File: src/rtl/jpeg_dequantization_if.sv
// Coefficient stream bundle for the dequantizer.
// Input triples in, dequantized triples out, valid/ready on both sides.
interface jpeg_dequantization_if #(
    parameter int IN_W  = 10,
    parameter int OUT_W = 14
);
    logic                    in_valid;
    logic                    in_ready;
    logic signed [IN_W-1:0]  Y_in;
    logic signed [IN_W-1:0]  Cb_in;
    logic signed [IN_W-1:0]  Cr_in;
    logic                    out_valid;
    logic                    out_ready;
    logic signed [OUT_W-1:0] Y_out;
    logic signed [OUT_W-1:0] Cb_out;
    logic signed [OUT_W-1:0] Cr_out;
    logic [2:0]              out_x;
    logic [2:0]              out_y;
    logic                    out_last;
    logic                    sat;

    modport slave (
        input  in_valid, Y_in, Cb_in, Cr_in, out_ready,
        output in_ready, out_valid, Y_out, Cb_out, Cr_out,
        output out_x, out_y, out_last, sat
    );

    modport master (
        output in_valid, Y_in, Cb_in, Cr_in, out_ready,
        input  in_ready, out_valid, Y_out, Cb_out, Cr_out,
        input  out_x, out_y, out_last, sat
    );
endinterface

File: src/rtl/jpeg_dequantization.sv
// JPEG dequantizer: raster-ordered 8x8 Y/Cb/Cr coefficients times
// the standard quantization step, shifted and saturated, 2 stages.
module jpeg_dequantization #(
    parameter int IN_W        = 10,
    parameter int OUT_W       = 14,
    parameter int SCALE_SHIFT = 1
) (
    input  logic clk,
    input  logic reset_n,
    input  logic clr,
    jpeg_dequantization_if.slave bus
);
    localparam int P_W = IN_W + 8 + SCALE_SHIFT;
    localparam int W   = ((P_W > OUT_W) ? P_W : OUT_W) + 1;

    localparam logic [0:63][6:0] QL = {
        7'd16, 7'd11, 7'd10, 7'd16, 7'd24,  7'd40,  7'd51,  7'd61,
        7'd12, 7'd12, 7'd14, 7'd19, 7'd26,  7'd58,  7'd60,  7'd55,
        7'd14, 7'd13, 7'd16, 7'd24, 7'd40,  7'd57,  7'd69,  7'd56,
        7'd14, 7'd17, 7'd22, 7'd29, 7'd51,  7'd87,  7'd80,  7'd62,
        7'd18, 7'd22, 7'd37, 7'd56, 7'd68,  7'd109, 7'd103, 7'd77,
        7'd24, 7'd35, 7'd55, 7'd64, 7'd81,  7'd104, 7'd113, 7'd92,
        7'd49, 7'd64, 7'd78, 7'd87, 7'd103, 7'd121, 7'd120, 7'd101,
        7'd72, 7'd92, 7'd95, 7'd98, 7'd112, 7'd100, 7'd103, 7'd99
    };

    localparam logic [0:63][6:0] QC = {
        7'd17, 7'd18, 7'd24, 7'd47, 7'd99, 7'd99, 7'd99, 7'd99,
        7'd18, 7'd21, 7'd26, 7'd66, 7'd99, 7'd99, 7'd99, 7'd99,
        7'd24, 7'd26, 7'd56, 7'd99, 7'd99, 7'd99, 7'd99, 7'd99,
        7'd47, 7'd66, 7'd99, 7'd99, 7'd99, 7'd99, 7'd99, 7'd99,
        {32{7'd99}}
    };

    function automatic logic signed [W-1:0] scale(
        input logic signed [IN_W-1:0] c,
        input logic [6:0]             q
    );
        logic signed [P_W-1:0] a, b, p;
        a = {{(P_W-IN_W){c[IN_W-1]}}, c};
        b = {{(P_W-7){1'b0}}, q};
        p = (a * b) <<< SCALE_SHIFT;
        return {{(W-P_W){p[P_W-1]}}, p};
    endfunction

    // Returns {saturated, clipped value}.
    function automatic logic [OUT_W:0] clip(input logic signed [W-1:0] v);
        logic signed [W-1:0] hi, lo;
        hi = W'((1 << (OUT_W-1)) - 1);
        lo = ~hi;
        if (v > hi)      return {1'b1, hi[OUT_W-1:0]};
        else if (v < lo) return {1'b1, lo[OUT_W-1:0]};
        else             return {1'b0, v[OUT_W-1:0]};
    endfunction

    logic [5:0]              pos;
    logic                    s1_valid, s1_last;
    logic [5:0]              s1_pos;
    logic signed [IN_W-1:0]  s1_y, s1_cb, s1_cr;
    logic [6:0]              s1_ql, s1_qc;
    logic                    s2_valid, s2_last, s2_sat;
    logic [2:0]              s2_x, s2_yc;
    logic signed [OUT_W-1:0] s2_y, s2_cb, s2_cr;
    logic [OUT_W:0]          r_y, r_cb, r_cr;
    logic                    s2_en, s1_en, accept;

    assign s2_en        = !s2_valid || bus.out_ready;
    assign s1_en        = !s1_valid || s2_en;
    assign bus.in_ready = !clr && s1_en;
    assign accept       = bus.in_valid && bus.in_ready;

    // Block position advances once per accepted triple.
    always_ff @(posedge clk or negedge reset_n) begin
        if (!reset_n)    pos <= '0;
        else if (clr)    pos <= '0;
        else if (accept) pos <= pos + 6'd1;
    end

    // Stage 1: capture coefficients with their quantization steps.
    always_ff @(posedge clk or negedge reset_n) begin
        if (!reset_n) begin
            s1_valid <= 1'b0;
            s1_last  <= 1'b0;
            s1_pos   <= '0;
            s1_y     <= '0;
            s1_cb    <= '0;
            s1_cr    <= '0;
            s1_ql    <= '0;
            s1_qc    <= '0;
        end else if (clr) begin
            s1_valid <= 1'b0;
        end else if (s1_en) begin
            s1_valid <= accept;
            if (accept) begin
                s1_last <= (pos == 6'd63);
                s1_pos  <= pos;
                s1_y    <= bus.Y_in;
                s1_cb   <= bus.Cb_in;
                s1_cr   <= bus.Cr_in;
                s1_ql   <= QL[pos];
                s1_qc   <= QC[pos];
            end
        end
    end

    // Scale and saturate all three channels.
    always_comb begin
        r_y  = clip(scale(s1_y,  s1_ql));
        r_cb = clip(scale(s1_cb, s1_qc));
        r_cr = clip(scale(s1_cr, s1_qc));
    end

    // Stage 2: output register, held while downstream stalls.
    always_ff @(posedge clk or negedge reset_n) begin
        if (!reset_n) begin
            s2_valid <= 1'b0;
            s2_last  <= 1'b0;
            s2_sat   <= 1'b0;
            s2_x     <= '0;
            s2_yc    <= '0;
            s2_y     <= '0;
            s2_cb    <= '0;
            s2_cr    <= '0;
        end else if (clr) begin
            s2_valid <= 1'b0;
        end else if (s2_en) begin
            s2_valid <= s1_valid;
            if (s1_valid) begin
                s2_last <= s1_last;
                s2_sat  <= r_y[OUT_W] | r_cb[OUT_W] | r_cr[OUT_W];
                s2_x    <= s1_pos[5:3];
                s2_yc   <= s1_pos[2:0];
                s2_y    <= r_y[OUT_W-1:0];
                s2_cb   <= r_cb[OUT_W-1:0];
                s2_cr   <= r_cr[OUT_W-1:0];
            end
        end
    end

    assign bus.out_valid = s2_valid;
    assign bus.out_last  = s2_valid && s2_last;
    assign bus.sat       = s2_sat;
    assign bus.out_x     = s2_x;
    assign bus.out_y     = s2_yc;
    assign bus.Y_out     = s2_y;
    assign bus.Cb_out    = s2_cb;
    assign bus.Cr_out    = s2_cr;
endmodule

File: src/flat_wrapper.sv
// flat-port wrapper written by rule: the top's interface ports become plain ports
module jpeg_dequantization_flat 
#(
    parameter int IN_W        = 10,
    parameter int OUT_W       = 14,
    parameter int SCALE_SHIFT = 1
)
  (clk, reset_n, clr, bus_in_valid, bus_Y_in, bus_Cb_in, bus_Cr_in, bus_out_ready, bus_in_ready, bus_out_valid, bus_Y_out, bus_Cb_out, bus_Cr_out, bus_out_x, bus_out_y, bus_out_last, bus_sat);
  jpeg_dequantization_if #(.IN_W(IN_W), .OUT_W(OUT_W)) bus_i ();
  input  logic clk;
  input  logic reset_n;
  input  logic clr;
  input wire logic [$bits(bus_i.in_valid)-1:0] bus_in_valid;
  input wire logic [$bits(bus_i.Y_in)-1:0] bus_Y_in;
  input wire logic [$bits(bus_i.Cb_in)-1:0] bus_Cb_in;
  input wire logic [$bits(bus_i.Cr_in)-1:0] bus_Cr_in;
  input wire logic [$bits(bus_i.out_ready)-1:0] bus_out_ready;
  output wire logic [$bits(bus_i.in_ready)-1:0] bus_in_ready;
  output wire logic [$bits(bus_i.out_valid)-1:0] bus_out_valid;
  output wire logic [$bits(bus_i.Y_out)-1:0] bus_Y_out;
  output wire logic [$bits(bus_i.Cb_out)-1:0] bus_Cb_out;
  output wire logic [$bits(bus_i.Cr_out)-1:0] bus_Cr_out;
  output wire logic [$bits(bus_i.out_x)-1:0] bus_out_x;
  output wire logic [$bits(bus_i.out_y)-1:0] bus_out_y;
  output wire logic [$bits(bus_i.out_last)-1:0] bus_out_last;
  output wire logic [$bits(bus_i.sat)-1:0] bus_sat;
  assign bus_i.in_valid = bus_in_valid;
  assign bus_i.Y_in = bus_Y_in;
  assign bus_i.Cb_in = bus_Cb_in;
  assign bus_i.Cr_in = bus_Cr_in;
  assign bus_i.out_ready = bus_out_ready;
  assign bus_in_ready = bus_i.in_ready;
  assign bus_out_valid = bus_i.out_valid;
  assign bus_Y_out = bus_i.Y_out;
  assign bus_Cb_out = bus_i.Cb_out;
  assign bus_Cr_out = bus_i.Cr_out;
  assign bus_out_x = bus_i.out_x;
  assign bus_out_y = bus_i.out_y;
  assign bus_out_last = bus_i.out_last;
  assign bus_sat = bus_i.sat;
  jpeg_dequantization #(.IN_W(IN_W), .OUT_W(OUT_W), .SCALE_SHIFT(SCALE_SHIFT)) u_core (.clk(clk), .reset_n(reset_n), .clr(clr), .bus(bus_i));
endmodule
File: config.mk
export PLATFORM = sky130hd
export DESIGN_NAME = jpeg_dequantization_flat
export DESIGN_NICKNAME = d
export VERILOG_FILES = /design/src/rtl/jpeg_dequantization_if.sv /design/src/rtl/jpeg_dequantization.sv /design/src/flat_wrapper.sv
export SDC_FILE = /design/constraint.sdc
export NUM_CORES = 1
export LEC_CHECK = 0
export CAP_MARGIN = 10
export CORE_ASPECT_RATIO = 0.7
export CORE_MARGIN = 2
export CORE_UTILIZATION = 29
export CTS_BUF_LIST = sky130_fd_sc_hd__clkbuf_4 sky130_fd_sc_hd__clkbuf_8
export DETAILED_ROUTE_END_ITERATION = 6
export GPL_TIMING_DRIVEN = 0
export HOLD_SLACK_MARGIN = 0.02
export PLACE_DENSITY_LB_ADDON = 0.05
export SLEW_MARGIN = 0
export SYNTH_ARGS = -nofsm -noshare
export SYNTH_HDL_FRONTEND = slang
export SYNTH_SLANG_ARGS = --single-unit
File: constraint.sdc
create_clock -name clk -period 5.25 [get_ports clk]
set_input_delay 1.05 -clock clk [delete_from_list [all_inputs] [get_ports clk]]
set_output_delay 1.05 -clock clk [all_outputs]
set_load 0.1 [all_outputs]
==> results of run 1 <==
==> worst max-delay path: stages (launching register included) <==
cell,delay [ns]
dfrtp_2,0.43
buf_8,0.14
nand2_2,0.07
fa_1,0.56
inv_2,0.04
fa_1,0.47
fa_1,0.52
inv_1,0.05
fa_1,0.53
inv_2,0.06
ha_4,0.28
o21a_1,0.13
o21ai_2,0.08
a32o_2,0.28
o21bai_1,0.21
a21oi_2,0.10
xor2_2,0.20
or4_4,0.55
mux2i_4,0.31
a41oi_2,0.16
==> power by group through the flow <==
stage | Combinational (mW) | Sequential [mW] | Clock [mW]
finish | 8.92 | 1.25 | 0.705
global route | 9.71 | 1.28 | 0.766
CTS | 7.61 | 1.24 | 0.749
detailed placement | 6.57 | 1.25 | 0
global placement | 6.58 | 1.25 | 0
floorplan | 3.91 | 2.27 | 0
==> cells by family (layout without fill, tap and decap cells) <==
group | after synthesis | count (layout)
muxes | 8 | 8
other | 0 | 2
DFF | 109 | 109
AOI/OAI and AO/OA | 242 | 242
adders and majority gates | 290 | 290
xor gates and xnor gates | 48 | 48
buffers and inverters | 384 | 539
and+or+nand+nor | 572 | 572
==> metal layers <==
| layer | share of wire [%] | wire [um] |
|---|---|---|
| met4 | 0.95 | 396 |
| met1 | 55 | 23100 |
| met2 | 40 | 16800 |
| met3 | 3.8 | 1590 |
| met5 | 0 | 0 |
==> metrics by stage <==
step                total power, mW  cell area [um^2]
finish                         10.9             17500
global route                   11.8             17500
CTS                            9.60             16600
detailed placement             7.83             15600
global placement               7.83             15500
floorplan                      6.18             13900
==> layout make-up <==
type	count	area (um^2)	area share (%)
multi-input cells	1160	10800	61.5
clock buffers	9	124	0.706
well taps	621	777	4.43
clock inverters	7	131	0.749
inverters	317	1190	6.81
flip-flops and latches	109	2750	15.7
plain buffers	62	379	2.16
diodes	2	5.00	0.0285
repair buffers	144	1380	7.88
==> cell usage in the layout (no fill, tap or decap), types with 22 or more instances in the layout <==
master / n
o21ai_0: 41
clkbuf_1: 40
nand2_1: 250
inv_1: 303
clkdlybuf4s50_1: 85
nor2_1: 65
ha_4: 22
a21oi_1: 50
dfrtp_1: 90
fa_1: 149
and2_1: 152
xnor2_1: 29
buf_4: 48
ha_1: 97
==> state kept, by name, summed over array words and instances, names as in the netlist <==
name / flops
u_core.bus.Cb_out: 14
u_core.bus.Cr_out: 14
u_core.bus.Y_out: 14
u_core.s1_cb: 10
u_core.s1_cr: 10
u_core.s1_y: 10
u_core.s1_qc: 7
u_core.s1_ql: 7
u_core.pos: 6
u_core.s1_pos: 6
u_core.bus.out_x: 3
u_core.bus.out_y: 3
u_core.bus.out_valid: 1
u_core.bus.sat: 1
u_core.s1_last: 1
u_core.s1_valid: 1
u_core.s2_last: 1
==> timing repair <==
item / CTS / global route
setup buffers: 23 / 28
gates resized for setup: 131 / 193
cloned: 1 / 4
setup endpoints to repair: 43 / 40
pin swaps: 42 / 87
==> worst paths after layout <==
path                            depth (start not counted)  slack (ns)                  end              from
worst min register to register                          2        0.48  u_core.bus.out_x[0]  u_core.s1_pos[3]
max in group asynchronous                               2        4.02       u_core.s1_y[3]           reset_n
worst max register to register                         19       -0.07       u_core.bus.sat   u_core.s1_ql[2]
worst min-delay path                                    1        0.45  u_core.bus.Y_out[3]           reset_n
worst max-delay path                                   19       -0.07       u_core.bus.sat   u_core.s1_ql[2]
min in group clk                                        2        0.48  u_core.bus.out_x[0]  u_core.s1_pos[3]
==> out/qor.csv, run 1 <==
stage,metric,value,unit
routing,number of remaining DRC errors,0,
clock_network,CTS tree,done,
logic_synthesis,Synth Area in Compound Gates,11.2,%
routing,wire length per cell,17.2,um
logic_synthesis,synth unique cells,69,
pwr,Clock power frac,6.5,%
job,Max Cap Violations,0,
layout,# fillers,4933,
routing,Total Routed Length,41800,um
pwr,switching share of power,53.6,%
grt,total track usage,17.2,%
logic_synthesis,async set-reset flop share out of synthesis,100,%
grt,met2 usage,23.7,%
pwr,P_int,5.04,mW
logic_synthesis,mux contribution to synthesized area,0.758,%
timing,RSZ-0062 raised after global routing,true,
grt,most used routing layer,met1,
logic_synthesis,register area share after synthesis,19.7,%
pwr,leakage,8.25,nW
timing,FMAX,0.188,GHz
clock_network,clock root buffer master,clkbuf_8,
logic_synthesis,adder-cell share of the synthesized area,35.2,%
clock_network,clock buffer count from CTS,9,
pwr,Psw,5.82,mW
timing,final number of setup-violating endpoints,1,
timing,Fin. Hold Viols,0,
floorplanning,Die Y,187,um
logic_synthesis,Synth Area in XOR/XNOR,3.03,%
pwr,sequential power share,11.5,%
clock_network,H-tree depth,3,
grt,initial antenna violation count,1,
clock_network,Worst-path clk slew,0.13,ns
clock_network,CTS Hold Bufs,0,
timing,fin crit share,101,%
logic_synthesis,Synth area leaders,"fa_1 (24%), dfrtp_1 (20%), ha_1 (11%), inv_1 (8.6%), nand2_1 (7.4%)",
outcome,status,finished with violations,
critical_path,top fanout value on the critical path,5,
clock_network,CTS sink cnt,109,
logic_synthesis,Synth area leader,fa_1,
grt,first-pass GRT wire length,65800,um
logic_synthesis,Post-Syn Nets,1978,
layout,fin nets,2128,
grt,M3 GR Usage,2.73,%
outcome,failing checks,negative setup slack,
routing,vias post-DR,10900,
grt,largest net degree at the start of global routing,84,
layout,share of cells above drive strength 1,16.9,%
timing,actual slew at the worst max-slew pin,1.11,ns
logic_synthesis,Syn. warnings,0,
routing,"antenna viol nets, final",0,
logic_synthesis,"Cell Area, Synth",0.0139,mm^2
critical_path,Crit path arrival time,5.65,ns
pwr,Comb power frac,82.0,%
logic_synthesis,most frequently used flop master after synthesis,dfrtp_1,
logic_synthesis,Synth Register Bits,109,
timing,Max Slew Vio Count,0,
place,# placed instances,2362,
timing,Fin Setup TNS,-0.0658,ns
layout,Final Core Density,36.9,%
critical_path,Crit. End Element,flip-flop,
timing,WHS,0.453,ns
logic_synthesis,top-count cell post-synth,inv_1,
floorplanning,chip width,265,um
timing,Worst slew margin,25.8,%
layout,Layout Cells excl Fill,2431,
floorplanning,core outline area,0.0475,mm^2
grt,grt ovf,0,
critical_path,WS Path Type,reg -> reg,
place,GP Congestion,0.852,
pwr,Worst VDD drop,0.378,mV
routing,DR pass1 iterations,5,
critical_path,Crit path required time,5.58,ns
worst_hold_path,Worst Hold Class,in -> async,
timing,skew final,0.0213,ns
grt,met1 Usage GRT,27.6,%
logic_synthesis,Syn Area/Cell,8.39,um^2
place,HPWL after DPL,32400,um
logic_synthesis,Synth top area share,24.2,%
place,dpl ws,-1.09,ns
floorplanning,Initial Util,29.2,%
timing,fin worst setup slack,-0.0658,ns
logic_synthesis,largest family of logic cells by synthesized area,adder cells,
routing,Via density,4.49,
place,port bufs,86,
pwr,PD cells,620,mW/mm^2
floorplanning,die footprint,0.0496,mm^2
logic_synthesis,synth cell count leaders,"inv_1 (317), nand2_1 (273), fa_1 (168)",
clock_network,clock buffer depth,2,
logic_synthesis,Syn Inst Count,1653,
timing,crit path time final,5.32,ns
critical_path,startpoint types,flip-flop,
routing,initial drt markers,489,
logic_synthesis,number of synthesized flops with an enable pin,0,
floorplanning,num rows,67,
grt,vias in the first global route,11100,
logic_synthesis,Synth Area in Simple Gates,19.6,%
layout,area added between synthesis and finish,26.4,%
clock_network,clock latency at the later pin of the worst-skew pair,0.46,ns
floorplanning,boundary pin count,87,
No activity file was read; power rests on OpenSTA's default activity.
==> run 2, diff against run 1 <==
==> constraint.sdc (replaced) <==
create_clock -name clk -period 5.25 [get_ports clk]
set_input_delay 1.05 -clock clk [delete_from_list [all_inputs] [get_ports clk]]
set_output_delay 1.05 -clock clk [all_outputs]
set_load 0.005 [all_outputs]
==> results of run 2 <==
The final DEF is identical to that of run 1. Status: finished with violations: negative setup slack.
Among the figures that moved: total power 10.9 mW -> 9.77 mW; worst IR drop on VDD 0.378 mV -> 0.336 mV
==> run 3, diff against run 2 <==
PLACE_DENSITY_LB_ADDON = default   (was 0.05)
==> out/qor.csv, run 3 (same netlist as run 1, synthesis figures left out) <==
stage,metric,value,unit
outcome,status,finished with violations,
outcome,failing checks,negative setup slack,
timing,skew final,0.0161,ns
clock_network,CTS sink cnt,109,
timing,final number of setup-violating endpoints,3,
floorplanning,die footprint,0.0496,mm^2
critical_path,WS Path Type,reg -> reg,
place,GP Congestion,0.874,
routing,initial drt markers,706,
layout,area added between synthesis and finish,22.6,%
critical_path,Worst path slowest cell,fa_1,
routing,Via density,4.66,
floorplanning,boundary pin count,87,
clock_network,CTS tree,done,
clock_network,clock root buffer master,clkbuf_8,
timing,fin worst setup slack,-0.0405,ns
place,HPWL after DPL,30300,um
pwr,Worst VDD drop,0.385,mV
grt,grt ovf,0,
critical_path,"most used cell, CP",fa_1,
critical_path,Crit path arrival time,5.58,ns
critical_path,Crit path required time,5.54,ns
timing,FMAX,0.189,GHz
layout,most frequent cells in the layout,"inv_1 (309), nand2_1 (265), fa_1 (158)",
layout,Layout Cells excl Fill,2420,
clock_network,clock buffer count from CTS,9,
clock_network,CTS Hold Bufs,0,
critical_path,startpoint types,flip-flop,
layout,Final Core Density,35.8,%
critical_path,Reg-to-Reg Start,u_core.s1_qc[4],
place,# placed instances,2362,
timing,crit path time final,5.29,ns
floorplanning,num rows,67,
floorplanning,core outline area,0.0475,mm^2
clock_network,clock buffer depth,2,
grt,first-pass GRT wire length,62100,um
critical_path,crit-path max cell delay,0.52,ns
grt,total track usage,15.7,%
clock_network,Worst-path clk slew,0.12,ns
layout,multi-input logic area,0.0104,mm^2
layout,"most common cell after layout, fill and taps aside",inv_1,
pwr,PD cells,528,mW/mm^2
critical_path,crit path launch,u_core.s1_qc[4],
timing,fin crit share,101,%
critical_path,Bufs and invs on worst path,5,
pwr,leakage,8.11,nW
routing,"antenna viol nets, final",0,
critical_path,CP Cell Sequence,"buf_8, nand2_2, fa_1, inv_1, fa_1, fa_1, inv_1, fa_1, inv_2, ha_4, and2_4, o21a_1, o211a_1, or4_4, a221oi_2, nand4b_1, buf_4, mux2i_4, a41oi_2",
critical_path,Top Family by Delay on Critical Path,adder cells,
timing,actual slew at the worst max-slew pin,0.900,ns
timing,Max Slew Vio Count,0,
layout,# fillers,4827,
routing,vias post-DR,11300,
floorplanning,Die Y,187,um
layout,# diodes,0,
critical_path,Crit. End Element,flip-flop,
clock_network,H-tree depth,3,
routing,number of remaining DRC errors,0,
timing,Worst slew margin,40.0,%
floorplanning,chip width,265,um
worst_hold_path,Worst Hold Class,reg -> reg,
worst_hold_path,hold_sp,u_core.s1_pos[1],
routing,wire length per cell,16.0,um
timing,Fin. Hold Viols,0,
job,Max Cap Violations,0,
timing,Fin Setup TNS,-0.0842,ns
routing,DR pass1 iterations,5,
critical_path,top fanout value on the critical path,6,
grt,vias in the first global route,11600,
layout,share of cells above drive strength 1,12.8,%
routing,Total Routed Length,38700,um
grt,largest net degree at the start of global routing,62,
timing,RSZ-0062 raised after global routing,true,
layout,flip-flop and latch area,0.00275,mm^2
place,port bufs,86,
clock_network,clock latency at the later pin of the worst-skew pair,0.42,ns
grt,initial antenna violation count,0,
layout,fin nets,2119,
floorplanning,Initial Util,29.2,%
==> run 3: cell count changes in the layout (fill, tap and decap cells not counted), sizes merged <==
cell / change
clkinv: +2
bufinv: -3
diode: -2
buf: -13
inv: -1
clkinvlp: +2
clkbuf: +4
==> run 3: final cells by class <==
cell class              instances  area share (%)
flip-flops and latches        109            16.1
well taps                     621            4.57
clock buffers                   9           0.728
inverters                     317            7.02
repair buffers                135            7.82
multi-input cells            1160            61.2
plain buffers                  62            2.22
clock inverters                 7           0.302
==> run 3: worst paths after layout <==
kind	end	slack, ns	cells after the start
worst max register to register	u_core.bus.sat	-0.04	19
max in group asynchronous	u_core.bus.Cr_out[9]	3.77	2
worst min-delay path	u_core.bus.out_y[1]	0.49	2
worst min register to register	u_core.bus.out_y[1]	0.49	2
min in group asynchronous	u_core.bus.Cb_out[8]	0.71	1
worst max-delay path	u_core.bus.sat	-0.04	19
==> run 3: routing by layer <==
| metal | GRT usage [%] | up-vias | wire length [um] |
|---|---|---|---|
| li1 | - | 5444 | - |
| met1 | 23.1 | 5492 | 18800 |
| met2 | 22.9 | 305 | 16500 |
| met3 | 3.99 | 38 | 2800 |
| met4 | 3.17 | 0 | 529 |
| met5 | 0 | - | 0 |
==> run 3: what timing repair did <==
item / CTS / global route
endpoints found under the setup margin: 42 / 41
pin swaps: 21 / 67
buffers inserted: 17 / 26
hold endpoints to repair: 0 / 0
resized for setup: 88 / 137
cloned: 0 / 4
==> run 3: worst register-to-register path, stage by stage, from the launching register on <==
cell,delay [ns]
dfrtp_1,0.45
buf_8,0.15
nand2_2,0.05
fa_1,0.50
inv_1,0.05
fa_1,0.46
fa_1,0.51
inv_1,0.05
fa_1,0.52
inv_2,0.05
ha_4,0.25
and2_4,0.14
o21a_1,0.19
o211a_1,0.23
or4_4,0.52
a221oi_2,0.26
nand4b_1,0.15
buf_4,0.17
mux2i_4,0.29
a41oi_2,0.16
==> run 3: per-stage QoR <==
| stage | worst slack [ns] | power [mW] | cell area, um^2 | hold WS (ns) |
|---|---|---|---|---|
| floorplan | 0.0403 | 5.09 | 13900 | 0.438 |
| global placement | -1.24 | 6.52 | 15500 | 0.450 |
| detailed placement | -0.933 | 6.61 | 15600 | 0.461 |
| CTS | -0.0715 | 7.73 | 16200 | 0.489 |
| global route | -0.262 | 9.88 | 17000 | 0.506 |
| finish | -0.0405 | 8.98 | 17000 | 0.486 |
==> run 3: power breakdown <==
part	internal (mW)	switching [mW]	total (mW)
Clock	0.174	0.330	0.505
Sequential	1.04	0.205	1.25
Combinational	3.36	3.87	7.23
